`config.mk`:
```
export PLATFORM = sky130hd
export DESIGN_NAME = button_pio_db
export DESIGN_NICKNAME = d
export VERILOG_FILES = /design/src/rtl/button_pio_db.sv
export SDC_FILE = /design/constraint.sdc
export NUM_CORES = 1
export LEC_CHECK = 0
export CORE_MARGIN = 2
export CORE_UTILIZATION = 37
export DETAILED_ROUTE_END_ITERATION = 8
export GPL_TIMING_DRIVEN = 0
export HOLD_SLACK_MARGIN = 0.12
export PLACE_DENSITY = 0.86
export RECOVER_POWER = 25
export SYNTH_ARGS = -nofsm -noshare
export SYNTH_HDL_FRONTEND = slang
export SYNTH_SLANG_ARGS = --single-unit
```
`constraint.sdc`:
```
create_clock -name clk -period 1 [get_ports clk]
set_input_delay 0.2 -clock clk [delete_from_list [all_inputs] [get_ports clk]]
set_output_delay 0.2 -clock clk [all_outputs]
set_load 0.005 [all_outputs]
```
`src/rtl/button_pio_db.sv`:
```
// button_pio_db: Avalon-MM push-button/switch input port.
// Synchronises up to 32 inputs, optionally debounces them, captures rising and/or
// falling edges per channel with write-1-to-clear, and raises a maskable level irq.
// Build option: define BUTTON_PIO_DEBOUNCE_EN to build the per-channel debounce
// counters; otherwise the debounced value is the synchronised input itself.

module button_pio_db #(
  parameter int unsigned WIDTH      = 3,
  parameter int unsigned DB_CYCLES  = 50000,
  parameter logic        INIT_LEVEL = 1'b0
) (
  input  logic             clk,
  input  logic             reset_n,
  input  logic [2:0]       address,
  input  logic             chipselect,
  input  logic             write_n,
  input  logic [31:0]      writedata,
  input  logic [WIDTH-1:0] in_port,
  output logic [31:0]      readdata,
  output logic             irq
);

  localparam logic [2:0] AddrData  = 3'd0;
  localparam logic [2:0] AddrRaw   = 3'd1;
  localparam logic [2:0] AddrMask  = 3'd2;
  localparam logic [2:0] AddrEdge  = 3'd3;
  localparam logic [2:0] AddrRise  = 3'd4;
  localparam logic [2:0] AddrFall  = 3'd5;

  logic [WIDTH-1:0] sync0;
  logic [WIDTH-1:0] sync1;
  logic [WIDTH-1:0] db;
  logic [WIDTH-1:0] prev;
  logic [WIDTH-1:0] irq_mask;
  logic [WIDTH-1:0] rise_en;
  logic [WIDTH-1:0] fall_en;
  logic [WIDTH-1:0] edge_capture;
  logic [WIDTH-1:0] detect;
  logic [WIDTH-1:0] w1c_mask;
  logic [WIDTH-1:0] wdata;
  logic             wr_en;
  logic [31:0]      rd_mux;

  // Upper write-data bits beyond WIDTH are intentionally ignored.
  logic unused_wdata;
  assign unused_wdata = ^writedata;

  assign wr_en = chipselect && !write_n;
  assign wdata = writedata[WIDTH-1:0];

  // Two-stage synchroniser for the asynchronous button inputs.
  always_ff @(posedge clk or negedge reset_n) begin
    if (!reset_n) begin
      sync0 <= {WIDTH{INIT_LEVEL}};
      sync1 <= {WIDTH{INIT_LEVEL}};
    end else begin
      sync0 <= in_port;
      sync1 <= sync0;
    end
  end

`ifdef BUTTON_PIO_DEBOUNCE_EN
  localparam int unsigned CntW = $clog2(DB_CYCLES + 1);
  localparam logic [CntW-1:0] CntMax = CntW'(DB_CYCLES - 1);

  logic [CntW-1:0] cnt [WIDTH];

  // Per-channel debounce: db follows sync1 only after DB_CYCLES consecutive mismatches;
  // any agreement in between restarts the count.
  always_ff @(posedge clk or negedge reset_n) begin
    if (!reset_n) begin
      db <= {WIDTH{INIT_LEVEL}};
      for (int i = 0; i < int'(WIDTH); i++) begin
        cnt[i] <= '0;
      end
    end else begin
      for (int i = 0; i < int'(WIDTH); i++) begin
        if (sync1[i] == db[i]) begin
          cnt[i] <= '0;
        end else if (cnt[i] == CntMax) begin
          db[i]  <= sync1[i];
          cnt[i] <= '0;
        end else begin
          cnt[i] <= cnt[i] + 1'b1;
        end
      end
    end
  end
`else
  // Without debounce the edge logic runs directly on the synchronised input.
  localparam int unsigned unused_db_cycles = DB_CYCLES;
  assign db = sync1;
`endif

  assign detect   = (db & ~prev & rise_en) | (~db & prev & fall_en);
  assign w1c_mask = (wr_en && (address == AddrEdge)) ? wdata : '0;

  // Previous debounced state for edge detection.
  always_ff @(posedge clk or negedge reset_n) begin
    if (!reset_n) begin
      prev <= {WIDTH{INIT_LEVEL}};
    end else begin
      prev <= db;
    end
  end

  // Edge capture: a new edge in the same cycle as a W1C of that bit wins.
  always_ff @(posedge clk or negedge reset_n) begin
    if (!reset_n) begin
      edge_capture <= '0;
    end else begin
      edge_capture <= (edge_capture & ~w1c_mask) | detect;
    end
  end

  // Software-writable control registers.
  always_ff @(posedge clk or negedge reset_n) begin
    if (!reset_n) begin
      irq_mask <= '0;
      rise_en  <= '1;
      fall_en  <= '0;
    end else if (wr_en) begin
      if (address == AddrMask) irq_mask <= wdata;
      if (address == AddrRise) rise_en  <= wdata;
      if (address == AddrFall) fall_en  <= wdata;
    end
  end

  // Read mux, zero-extended to the bus width.
  always_comb begin
    rd_mux = '0;
    case (address)
      AddrData: rd_mux[WIDTH-1:0] = db;
      AddrRaw:  rd_mux[WIDTH-1:0] = sync1;
      AddrMask: rd_mux[WIDTH-1:0] = irq_mask;
      AddrEdge: rd_mux[WIDTH-1:0] = edge_capture;
      AddrRise: rd_mux[WIDTH-1:0] = rise_en;
      AddrFall: rd_mux[WIDTH-1:0] = fall_en;
      default:  rd_mux = '0;
    endcase
  end

  // Registered read data, updated every cycle regardless of chipselect.
  always_ff @(posedge clk or negedge reset_n) begin
    if (!reset_n) begin
      readdata <= '0;
    end else begin
      readdata <= rd_mux;
    end
  end

  assign irq = |(edge_capture & irq_mask);

endmodule

```
== Yosys cells after proc, flatten, opt, wreduce, memory -nomap -nowiden ==
Cells that the tools add are included.

* Bits in registers: 24
* Bits of input ports: 42
* Output and inout bits: 33
* Word-level logic and storage cells: 35

* Eq/ne operators: 5
* Muxes and demuxes: 2
* Bitwise gates (word level): 11
* Reductions and logical operators: 9

{| class="wikitable"
|+ Operator list
! kind !! count
|-
| bitwise AND 3 bit || 6
|-
| case mux 3 bit (5 select lines) || 1
|-
| NOT 3 bit || 3
|-
| == test 3 x 2 -> 1 bit, second input constant || 2
|-
| == test 3 bit, second input constant || 2
|-
| OR 3 bit || 2
|-
| AND reduction 2 bit || 3
|-
| == test 3 x 1 -> 1 bit, second input constant || 1
|-
| zero test 3 bit || 1
|-
| 2-to-1 mux 3 bit || 1
|-
| OR reduction 3 bit || 1
|-
| logical AND 1 bit || 2
|-
| OR reduction 2 bit || 1
|-
| zero test 1 bit || 1
|}

== Logic depth before layout (Yosys ltp) ==
* Word-level depth: 7
* Mapped depth: 4

== Worst setup path after synthesis ==
Ideal clock, no wire load.

* Kind: input-to-reg
* Start point: in address[0]
* End point: reg irq_mask[0]
* Setup time: 125 ps
* Arrival time: 1210 ps
* Data required time: 875 ps
* Setup slack: -335 ps
* Stages on the path: 3
* Buffers on the path: 1
* Path through: buf_2 or4_4 mux2_4

* Longest elaborated chain between the ends: 2

{| class="wikitable"
|+ RTL lines
! item !! RTL line !! text
|-
| from (decl) || 14 || <nowiki>input logic [2:0] address,</nowiki>
|-
| == test 3 x 2 -> 1 bit || 123 || <nowiki>if (address == AddrMask) irq_mask <= wdata;</nowiki>
|-
| AND reduction 2 bit (no source line) || n/a ||
|-
| to (signal assigned) || 123 ||
|-
| to (decl) || 34 || <nowiki>logic [WIDTH-1:0] irq_mask;</nowiki>
|}

Every way passes these cells.
A chain may end at the register's enable or synchronous reset.

== Worst setup path after layout ==
* Start point: reg edge_capture[1]
* End point: out irq

* Longest elaborated chain between the ends: 2

{| class="wikitable"
|+ RTL lines
! item !! RTL line !! text
|-
| from (decl) || 37 || <nowiki>logic [WIDTH-1:0] edge_capture;</nowiki>
|-
| from (signal assigned) || 112 || <nowiki>edge_capture <= (edge_capture & ~w1c_mask) | detect;</nowiki>
|-
| bitwise AND 3 bit || 152 || <nowiki>assign irq = |(edge_capture & irq_mask);</nowiki>
|-
| OR reduction 3 bit || 152 ||
|-
| to (decl) || 20 || <nowiki>output logic irq</nowiki>
|}

Every way passes these cells.

==> impl_metrics.tcl <==
set metrics [dict create \
    ant_nets 0 \
    critPathLaunchType "register" \
    synth_compound_area_share_pct 6.890 \
    dp_hpwl_mm 1.676 \
    p_switching_uw 558.0 \
    slowest_stage "dfrtp_1" \
    tns_ps -639.9 \
    ys_seq_area_share_pct 48.94 \
    status "finished with violations" \
    worst_ep_arrival_time_ps 1310 \
    drtIter0Drc 9 \
    grt_pass1_vias 784 \
    drive_gt1_share_pct 42.04 \
    final_cells 201 \
    num_rows 20 \
    violations "negative setup slack" \
    port_buffers 14 \
    cap_violations 0 \
    finalHoldViolCount 0 \
    min_path_type "input pin to async pin" \
    synthSimpleGateAreaFrac_pct 12.36 \
    cts-buffers-inserted 3 \
    critical-path-top-delay-family "flip-flops" \
    worst_pin_slew_ps 1240 \
    grt_usage_pct 12.80 \
    fp.dieW_microns 61.77 \
    area_growth_pct 34.25 \
    clkPwrFrac_pct 23.1 \
    power_frac_seq_pct 54.7 \
    fin_util_pct 53.43 \
    routedWlPerCell_microns 11.07 \
    antenna_found_initial 0 \
    crit_buf_inv 2 \
    netlist_instances 106 \
    power_frac_comb_pct 22.2 \
    crit_path_max_fanout 2 \
    synthXorXnorAreaFrac_pct 0 \
    maxClockFrequency_mhz 660.4 \
    grt_max_degree 25 \
    viasPerCell 4.249 \
    drtPass1Iterations 4 \
    vdd_ir_drop_max_v 0.0006506 \
    fillers 289 \
    gp_congestion 0.8934 \
    fp.dieH_microns 61.77 \
    synthAdderAreaFrac_pct 0 \
    cts-root-buf "clkbuf_4" \
    synthMuxAreaShare_pct 11.55 \
    grt_overflow_total 0 \
    crit_chain "a222oi_1 > inv_1 > buf_2" \
    worst-setup-path-type "register to primary output" \
    drc 0 \
    fin_crit_ps 1514 \
    power.internal_uw 1648 \
    io_pins 75 \
    design.core.area_sq_mm 0.003103 \
    slew_headroom_pct 17.30 \
    max_stage_delay_ps 420 \
    mostFrequentLayoutCells "buf_4, conb_1, dfrtp_1" \
    required_ps 800 \
    ys_ff_latch 24 \
    num_antenna_cells 0 \
    nets 200 \
    p_leak_uw 0.0008593 \
    switching_share_pct 25.30 \
    final_area_sq_mm 0.001658 \
    synth_edf_count 0 \
    synth_top_family_by_area "buffers and inverters" \
    insertion_delay_ps 310 \
    dp.cells 192 \
    setup_ws_ps -514.3 \
    synth_area_sq_mm 0.001235 \
    cts_tree "built" \
    finalCritPeriodShare_pct 151.4 \
    htree_levels 1 \
    clk_path_buf_depth 2 \
    power_uw 2206 \
    cp-end-kind "primary output" \
    finClkSkew_ps 5.000 \
    num_vias 854 \
    maxSlewViolCount 0 \
    initial_utilization_pct 39.80 \
    avgSynthCellArea_sq_um 11.65 \
    post_dp_cell_area_sq_mm 0.001567 \
    grt_pass1_wl_mm 3.498 \
    powerDensity_mw_per_mm2 1331 \
    yosys_warnings 0 \
    synth_cell_types 26 \
    final_common_cell "buf_4" \
    cts.sinks 24 \
    rsz0062_at_grt "true" \
    hold_buffers 0 \
    setup_viol 7 \
    dominantRegCellSynth "dfrtp_1" \
    ys_async_sr_fraction_pct 100.0 \
    drt_wl_total_mm 2.225 \
    die_area_sq_mm 0.003816 \
    clk_pin_slew_ps 130 \
]
## power groups by stage
| stage | registers [uW] | logic (uW) | clock network (uW) |
|---|---|---|---|
| floorplan | 1190 | 327 | 0 |
| global placement | 1210 | 463 | 0 |
| detailed placement | 1220 | 472 | 0 |
| CTS | 1200 | 484 | 526 |
| global route | 1220 | 537 | 573 |
| finish | 1210 | 490 | 509 |
## metrics by stage
stage | setup WS [ps] | hold slack (ps)
after floorplan | -302.4 | -95.59
after global placement | -833.6 | 332.8
after detailed placement | -850.0 | 337.9
after CTS | -505.7 | 121.4
after global routing | -566.7 | 120.0
final | -514.3 | 115.3
## what timing repair did
action / in CTS / in global routing
resized for setup: 35 / 5
buffers inserted: 5 / 0
pin swaps: 3 / 1
setup endpoints to repair: 37 / 11
## synth_stat cells, types with 2 or more instances
library cell	instances	share of area [%]
mux2i_1	3	2.4
buf_4	29	18
nand2b_1	5	2.5
nand3b_1	7	4.3
o221ai_1	2	1.4
nor3_1	2	0.81
mux2_4	3	3.6
mux2_2	6	5.5
buf_2	2	0.81
dfrtp_1	21	43
inv_1	4	1.2
o2111ai_1	3	2.1
nand2_1	3	0.91
a2bb2oi_1	2	1.4
dfstp_2	3	6.4
## flip-flops by register name (all words and copies together), names as in the netlist
signal	flops
db	3
edge_capture	3
fall_en	3
irq_mask	3
prev	3
readdata	3
rise_en	3
sync0	3
## layer usage
| layer | global-route usage [%] | wire length [microns] |
|---|---|---|
| met1 | 14.66 | 911 |
| met2 | 23.16 | 1070 |
| met3 | 1.863 | 212 |
| met4 | 6.383 | 31 |
| met5 | 0 | 0 |
## path summary, 6_finish.rpt
kind                               endpoint  slack [ps]             from  cells past startpoint
worst min register to register        db[1]         370         sync0[1]                      0
min in group clk                readdata[1]         130       address[2]                      2
worst max-delay path                    irq        -510  edge_capture[1]                      3
worst max register to register  readdata[2]          80  edge_capture[2]                      3
worst min-delay path             fall_en[2]         120          reset_n                      1
max in group asynchronous       readdata[0]         160          reset_n                      1
## cell type report
| cell class | count | area (sq um) | area share, % |
|---|---|---|---|
| flip-flops and latches | 24 | 604.3 | 36.45 |
| multi-input cells | 74 | 549.3 | 33.13 |
| plain buffers | 31 | 247.7 | 14.94 |
| repair buffers | 19 | 146.4 | 8.830 |
| well taps | 44 | 55.05 | 3.321 |
| clock buffers | 4 | 36.28 | 2.189 |
| inverters | 5 | 18.77 | 1.132 |
## worst register-to-register path: stages (launching register included)
cell and delay (ps):
dfrtp_1 420, inv_1 80, a2bb2oi_1 160, o221ai_1 140
## logic make-up after synthesis
kind of cell,count (synthesis)
AO/OA/AOI/OAI,10
buffers and inverters,36
flip-flops,24
multiplexers,12
other,1
AND/OR/NAND/NOR,23
No activity file was read; power rests on OpenSTA's default activity.
